[config.mk]
export PLATFORM = sky130hd
export DESIGN_NAME = phase_shift_ctrl_flat
export DESIGN_NICKNAME = d
export VERILOG_FILES = /design/src/rtl/phase_pkg.sv /design/src/rtl/phase_shift_ctrl_if.sv /design/src/rtl/rr_arbiter.sv /design/src/rtl/phase_shift_ctrl.sv /design/src/flat_wrapper.sv
export SDC_FILE = /design/constraint.sdc
export NUM_CORES = 1
export LEC_CHECK = 0
export ABC_CLOCK_PERIOD_IN_PS = 2660
export BUFFER_PORTS_ARGS = -buffer_cell sky130_fd_sc_hd__buf_2
export CORE_ASPECT_RATIO = 1.2
export CORE_MARGIN = 10
export CORE_UTILIZATION = 45
export DETAILED_ROUTE_END_ITERATION = 6
export PLACE_DENSITY = 0.69
export SYNTH_ARGS = -nofsm -noshare
export SYNTH_HDL_FRONTEND = slang
export SYNTH_SLANG_ARGS = --single-unit
[constraint.sdc]
create_clock -name clk -period 2.66 [get_ports clk]
set_clock_uncertainty 0.1 [all_clocks]
set_input_delay 0.532 -clock clk [delete_from_list [all_inputs] [get_ports clk]]
set_output_delay 0.532 -clock clk [all_outputs]
set_load 0.05 [all_outputs]
[src/rtl/phase_pkg.sv]
// Shared constants and types for the phase-shift delay sequencer.
package phase_pkg;

  localparam int PERIOD_TICKS = 1250;

  // Largest legal |delay| for a generator wrapping every 'period' ticks
  function automatic int delay_max(input int period);
    return period / 2 - 1;
  endfunction

  localparam int DELAY_MAX = delay_max(PERIOD_TICKS);

  typedef enum logic [1:0] {
    IDLE,
    CHECK,
    RAMP
  } state_e;

endpackage

[src/rtl/phase_shift_ctrl_if.sv]
// Request bus between delay requesters and the phase-shift sequencer.
interface phase_shift_ctrl_if #(
  parameter int NREQ    = 4,
  parameter int DELAY_W = 11
) ();

  logic [NREQ-1:0]         req_valid;
  logic [NREQ*DELAY_W-1:0] req_delay;
  logic [NREQ-1:0]         req_ready;
  logic                    req_err;

  modport master (
    output req_valid,
    output req_delay,
    input  req_ready,
    input  req_err
  );

  modport slave (
    input  req_valid,
    input  req_delay,
    output req_ready,
    output req_err
  );

endinterface

[src/rtl/rr_arbiter.sv]
// Round-robin arbiter: one-hot grant to the first requester after the last winner.
module rr_arbiter #(
  parameter int NREQ = 4,
  localparam int IW  = (NREQ > 1) ? $clog2(NREQ) : 1
) (
  input  logic            clk,
  input  logic            rst,
  input  logic [NREQ-1:0] req_i,
  input  logic            en_i,
  output logic [NREQ-1:0] gnt_o,
  output logic [IW-1:0]   idx_o,
  output logic            any_o
);

  logic [IW-1:0] ptr_q, ptr_d;
  logic [IW-1:0] cand;

  // Scan starts one past the pointer so the last winner is checked last
  always_comb begin
    gnt_o = '0;
    idx_o = '0;
    any_o = 1'b0;
    cand  = '0;
    for (int k = 1; k <= NREQ; k++) begin
      cand = IW'((32'(ptr_q) + k) % NREQ);
      if (!any_o && req_i[cand]) begin
        any_o = 1'b1;
        idx_o = cand;
      end
    end
    if (any_o) gnt_o[idx_o] = 1'b1;
  end

  always_comb begin
    ptr_d = ptr_q;
    if (en_i && any_o) ptr_d = idx_o;
  end

  always_ff @(posedge clk) begin
    if (rst) ptr_q <= IW'(NREQ - 1);
    else     ptr_q <= ptr_d;
  end

endmodule

[src/rtl/phase_shift_ctrl.sv]
// Arbitrates delay-change requests and ramps the generator delay at period boundaries.
// Optional PHASE_SHIFT_CTRL_RAMP_EN: bounded per-period steps; otherwise the target is applied in one tick.
module phase_shift_ctrl
  import phase_pkg::*;
#(
  parameter int NREQ     = 4,
  parameter int PERIOD   = PERIOD_TICKS,
  parameter int DELAY_W  = 11,
  parameter int MAX_STEP = 8
) (
  input  logic                      clk,
  input  logic                      rst,
  phase_shift_ctrl_if.slave         req,
  output logic signed [DELAY_W-1:0] delay_out,
  output logic                      period_tick,
  output logic                      busy
);

  localparam int IW = (NREQ > 1) ? $clog2(NREQ) : 1;
  localparam int CW = (PERIOD > 1) ? $clog2(PERIOD) : 1;
  localparam logic signed [DELAY_W:0] LIM = (DELAY_W+1)'(delay_max(PERIOD));

  state_e                    state_q, state_d;
  logic [CW-1:0]             pcnt_q, pcnt_d;
  logic signed [DELAY_W-1:0] delay_q, delay_d;
  logic signed [DELAY_W-1:0] target_q, target_d;
  logic signed [DELAY_W-1:0] val_q, val_d;
  logic [NREQ-1:0]           gnt_q, gnt_d;
  logic [NREQ-1:0]           ready_q, ready_d;
  logic                      err_q, err_d;

  logic                      tick;
  logic [NREQ-1:0]           arb_req, arb_gnt;
  logic [IW-1:0]             arb_idx;
  logic                      arb_any, arb_en;
  logic signed [DELAY_W-1:0] arb_val;
  logic signed [DELAY_W:0]   val_x;
  logic                      legal;
  logic signed [DELAY_W-1:0] ramp_nxt;

  // Period counter
  assign tick   = (pcnt_q == CW'(PERIOD - 1));
  assign pcnt_d = tick ? '0 : pcnt_q + 1'b1;

  // A requester still sees its ready pulse this cycle; keep it out of arbitration
  assign arb_req = req.req_valid & ~ready_q;

  rr_arbiter #(.NREQ(NREQ)) u_arb (
    .clk   (clk),
    .rst   (rst),
    .req_i (arb_req),
    .en_i  (arb_en),
    .gnt_o (arb_gnt),
    .idx_o (arb_idx),
    .any_o (arb_any)
  );

  always_comb begin
    arb_val = '0;
    for (int i = 0; i < NREQ; i++)
      if (arb_idx == IW'(i)) arb_val = req.req_delay[i*DELAY_W +: DELAY_W];
  end

  assign val_x = {val_q[DELAY_W-1], val_q};
  assign legal = (val_q != '0) && (val_x <= LIM) && (val_x >= -LIM);

`ifdef PHASE_SHIFT_CTRL_RAMP_EN
  localparam logic signed [DELAY_W:0] STEP = (DELAY_W+1)'(MAX_STEP);

  logic signed [DELAY_W:0] diff, mag, step, nxt;

  // Widened by one bit so target - delay cannot overflow
  always_comb begin
    diff = {target_q[DELAY_W-1], target_q} - {delay_q[DELAY_W-1], delay_q};
    mag  = (diff < 0) ? -diff : diff;
    step = (mag > STEP) ? STEP : mag;
    nxt  = {delay_q[DELAY_W-1], delay_q} + ((diff < 0) ? -step : step);
    // The generator cannot take zero delay: hop one unit past it
    if (nxt == '0) nxt = (diff < 0) ? '1 : (DELAY_W+1)'(1);
    ramp_nxt = DELAY_W'(nxt);
  end
`else
  logic ramp_unused;

  assign ramp_unused = (MAX_STEP != 0);
  assign ramp_nxt    = target_q;
`endif

  always_comb begin
    state_d  = state_q;
    delay_d  = delay_q;
    target_d = target_q;
    val_d    = val_q;
    gnt_d    = gnt_q;
    ready_d  = '0;
    err_d    = 1'b0;
    arb_en   = 1'b0;
    case (state_q)
      IDLE: begin
        if (arb_any) begin
          arb_en  = 1'b1;
          val_d   = arb_val;
          gnt_d   = arb_gnt;
          state_d = CHECK;
        end
      end
      CHECK: begin
        ready_d = gnt_q;
        if (!legal) begin
          err_d   = 1'b1;
          state_d = IDLE;
        end else begin
          target_d = val_q;
          state_d  = (val_q == delay_q) ? IDLE : RAMP;
        end
      end
      RAMP: begin
        if (tick) begin
          delay_d = ramp_nxt;
          if (ramp_nxt == target_q) state_d = IDLE;
        end
      end
      default: state_d = IDLE;
    endcase
  end

  always_ff @(posedge clk) begin
    if (rst) begin
      state_q  <= IDLE;
      pcnt_q   <= '0;
      delay_q  <= DELAY_W'(1);
      target_q <= DELAY_W'(1);
      val_q    <= '0;
      gnt_q    <= '0;
      ready_q  <= '0;
      err_q    <= 1'b0;
    end else begin
      state_q  <= state_d;
      pcnt_q   <= pcnt_d;
      delay_q  <= delay_d;
      target_q <= target_d;
      val_q    <= val_d;
      gnt_q    <= gnt_d;
      ready_q  <= ready_d;
      err_q    <= err_d;
    end
  end

  assign delay_out     = delay_q;
  assign period_tick   = tick;
  assign busy          = (state_q != IDLE);
  assign req.req_ready = ready_q;
  assign req.req_err   = err_q;

endmodule
[src/flat_wrapper.sv]
// flat-port wrapper written by rule: the top's interface ports become plain ports
module phase_shift_ctrl_flat import phase_pkg::*;
#(
  parameter int NREQ     = 4,
  parameter int PERIOD   = PERIOD_TICKS,
  parameter int DELAY_W  = 11,
  parameter int MAX_STEP = 8
)
  (clk, rst, delay_out, period_tick, busy, req_req_valid, req_req_delay, req_req_ready, req_req_err);
  phase_shift_ctrl_if #(.NREQ(NREQ), .DELAY_W(DELAY_W)) req_i ();
  input  logic clk;
  input  logic rst;
  output logic signed [DELAY_W-1:0] delay_out;
  output logic period_tick;
  output logic busy;
  input wire logic [$bits(req_i.req_valid)-1:0] req_req_valid;
  input wire logic [$bits(req_i.req_delay)-1:0] req_req_delay;
  output wire logic [$bits(req_i.req_ready)-1:0] req_req_ready;
  output wire logic [$bits(req_i.req_err)-1:0] req_req_err;
  assign req_i.req_valid = req_req_valid;
  assign req_i.req_delay = req_req_delay;
  assign req_req_ready = req_i.req_ready;
  assign req_req_err = req_i.req_err;
  phase_shift_ctrl #(.NREQ(NREQ), .PERIOD(PERIOD), .DELAY_W(DELAY_W), .MAX_STEP(MAX_STEP)) u_core (.clk(clk), .rst(rst), .req(req_i), .delay_out(delay_out), .period_tick(period_tick), .busy(busy));
endmodule
==> results_dict.tcl <==
set metrics [dict create \
    status "finished, final reports clean" \
    htree_levels 3 \
    critPathArrivalTime_ns 1.79 \
    route.detailed.vias_per_inst 5.37 \
    syn_area_per_cell_um2 9.31 \
    ys_ff_latch 57 \
    crit_required_ns 2.03 \
    n_fill_cell 562 \
    start_util 0.468 \
    postSynthNetCount 358 \
    wl_met1_um 3060 \
    via_count 2450 \
    p_leak_nw 1.63 \
    multi_input_area_um2 1570 \
    timing.final.crit_share 0.910 \
    area_growth_pct 22.8 \
    wl_per_cell_um 15.3 \
    maxClockFrequency_ghz 0.413 \
    die_h_um 107 \
    grt_usage 0.145 \
    grt-ovfl-total 0 \
    layout-drive-gt1-share 0.267 \
    layout.cells.non_filler 456 \
    ys_warn_count 0 \
    die_x_um 92.6 \
    remaining_drc_errors 0 \
    setup_tns_ns 0 \
    final-max-slew-violation-count 0 \
    clock-root-buffer "clkbuf_8" \
    clock-sinks 57 \
    portBuffers 67 \
    worstHoldPathType "flop to flop" \
    final_common_cell "buf_2" \
    cts_buffers 9 \
    clkLatencyLatePin_ns 0.33 \
    final_core_util 0.574 \
    rows 31 \
    ir_drop_mv 0.711 \
    path_max_fanout 5 \
    grt_max_degree 36 \
    placed_cell_area_um2 3220 \
    top_layer_used "met4" \
    grt_pass1_vias 2568 \
    final_hold_viol_count 0 \
    rsz0062_at_grt "false" \
    synth_ff_type "dfxtp_1" \
    ant_nets 0 \
    wl_met2_um 3450 \
    hold_ws_ns 0.346 \
    synth_edf_count 0 \
    dr.pass1.iters 4 \
    layout.nets 421 \
    cts-resized-gates 0 \
    antenna_cells 0 \
    setup_viol_count_final 0 \
    place_congestion 0.777 \
    drt_iter0_drc 113 \
    netlist_area_um2 2850 \
    netlist_instances 306 \
    grt_pass1_wl_um 11800 \
    fin_area_um2 3500 \
    period_needed_ns 2.42 \
    clock_path_buffers 2 \
    cts_tree "yes" \
    tightest_slew_ns 0.648 \
    drt-total-wl_um 6980 \
    coreArea_um2 6090 \
    synth-async-reset-ratio 0 \
    p_per_area_nw_per_um2 1050 \
    dr_wl_met3_um 325 \
    critPathLaunchType "flop" \
    critical_path_class "flop to primary output" \
    cap_viol_max_count 0 \
    relSlewSlack 0.568 \
    die_area_um2 9920 \
    critPathCaptureType "primary output" \
    final_cell_mix "67 x buf_2, 57 x dfxtp_1, 33 x mux2i_1" \
    synth_seq_area_share 0.401 \
    cts_hold_buffers 0 \
    seq_area_um2 1140 \
    clk_pin_slew_worst_paths_ns 0.06 \
    dpl.hpwl_um 5120 \
    yosysUniqueCellTypes 51 \
    postCtsSetupBuffers 0 \
    dp_cells 440 \
    io_pins 68 \
    antenna_found_initial 0 \
]
## power by group
group	leakage, nW	internal, mW	switching (mW)
clock	0.140	0.767	0.338
sequential	0.464	1.03	0.221
combinational	1.03	0.537	0.775
## per-stage QoR
stage	worst slack (ns)	total power, mW
after global placement	0.426	2.53
after global routing	0.158	3.91
after detailed placement	0.334	2.56
final	0.241	3.67
after CTS	0.222	3.69
after floorplan	0.444	2.26
## cells by family (layout without fill, tap and decap cells)
group | count (synthesis) | in the layout | share of synthesized area
XOR/XNOR | 20 | 20 | 0.0615
multiplexers | 33 | 33 | 0.116
adder cells (fa/ha/maj) | 2 | 2 | 0.00879
AO/OA/AOI/OAI | 64 | 64 | 0.172
AND/OR/NAND/NOR | 101 | 101 | 0.193
buffers and inverters | 29 | 97 | 0.0483
flip-flops | 57 | 57 | 0.401
## Yosys cell counts, types with 3 or more instances
library cell | count | area, µm²
dfxtp_1 | 57 | 1140
mux2i_1 | 33 | 330
nor2_1 | 30 | 113
nand3_1 | 28 | 140
xor2_1 | 16 | 140
a21oi_1 | 15 | 75.1
o21ai_0 | 14 | 70.1
inv_1 | 12 | 45.0
o221ai_1 | 9 | 78.8
nand2_1 | 8 | 30.0
clkbuf_1 | 7 | 26.3
a211oi_1 | 6 | 45.0
and2_1 | 5 | 31.3
buf_2 | 5 | 25.0
nor4_1 | 4 | 25.0
or3_1 | 4 | 25.0
xnor2_1 | 4 | 35.0
and2b_1 | 3 | 22.5
and3_1 | 3 | 18.8
nand2b_1 | 3 | 18.8
## path summary, 6_finish.rpt
kind / startpoint / to / slack [ns] / depth (start not counted)
worst min-delay path: u_core.gnt_q[3] / u_core.gnt_q[3] / 0.35 / 2
worst max-delay path: u_core.pcnt_q[2] / period_tick / 0.24 / 3
worst max register to register: u_core.req.req_ready[3] / u_core.val_q[4] / 0.52 / 5
worst min register to register: u_core.gnt_q[3] / u_core.gnt_q[3] / 0.35 / 2
## layout make-up
class / instances / area share
sequential: 57 / 0.326
tap: 82 / 0.0293
clock buffer: 11 / 0.0433
multi-input combinational: 220 / 0.449
clock inverter: 5 / 0.0358
timing repair buffer: 69 / 0.104
inverter: 12 / 0.0129
## routing by layer
layer / global-route usage / up-vias
met1: 0.159 / 1147
met4: 0.0596 / 0
met3: 0.0488 / 15
met2: 0.249 / 57
met5: 0 / -
li1: - / 1231
## sequential cells by signal, indices dropped and copies added (netlist names)
signal and cells:
u_core.delay_out 11, u_core.gnt_q 4, u_core.pcnt_q 11, u_core.ramp_nxt 11
u_core.req.req_err 1, u_core.req.req_ready 4, u_core.state_q 2, u_core.u_arb.ptr_q 2
u_core.val_q 11
## critical path, cell delays in order (launching register included)
cell and delay [ns]:
dfxtp_1 0.35, or4b_4 0.56, nor4_4 0.22, buf_2 0.33
Note: power is estimated with default switching activity, not from simulation.
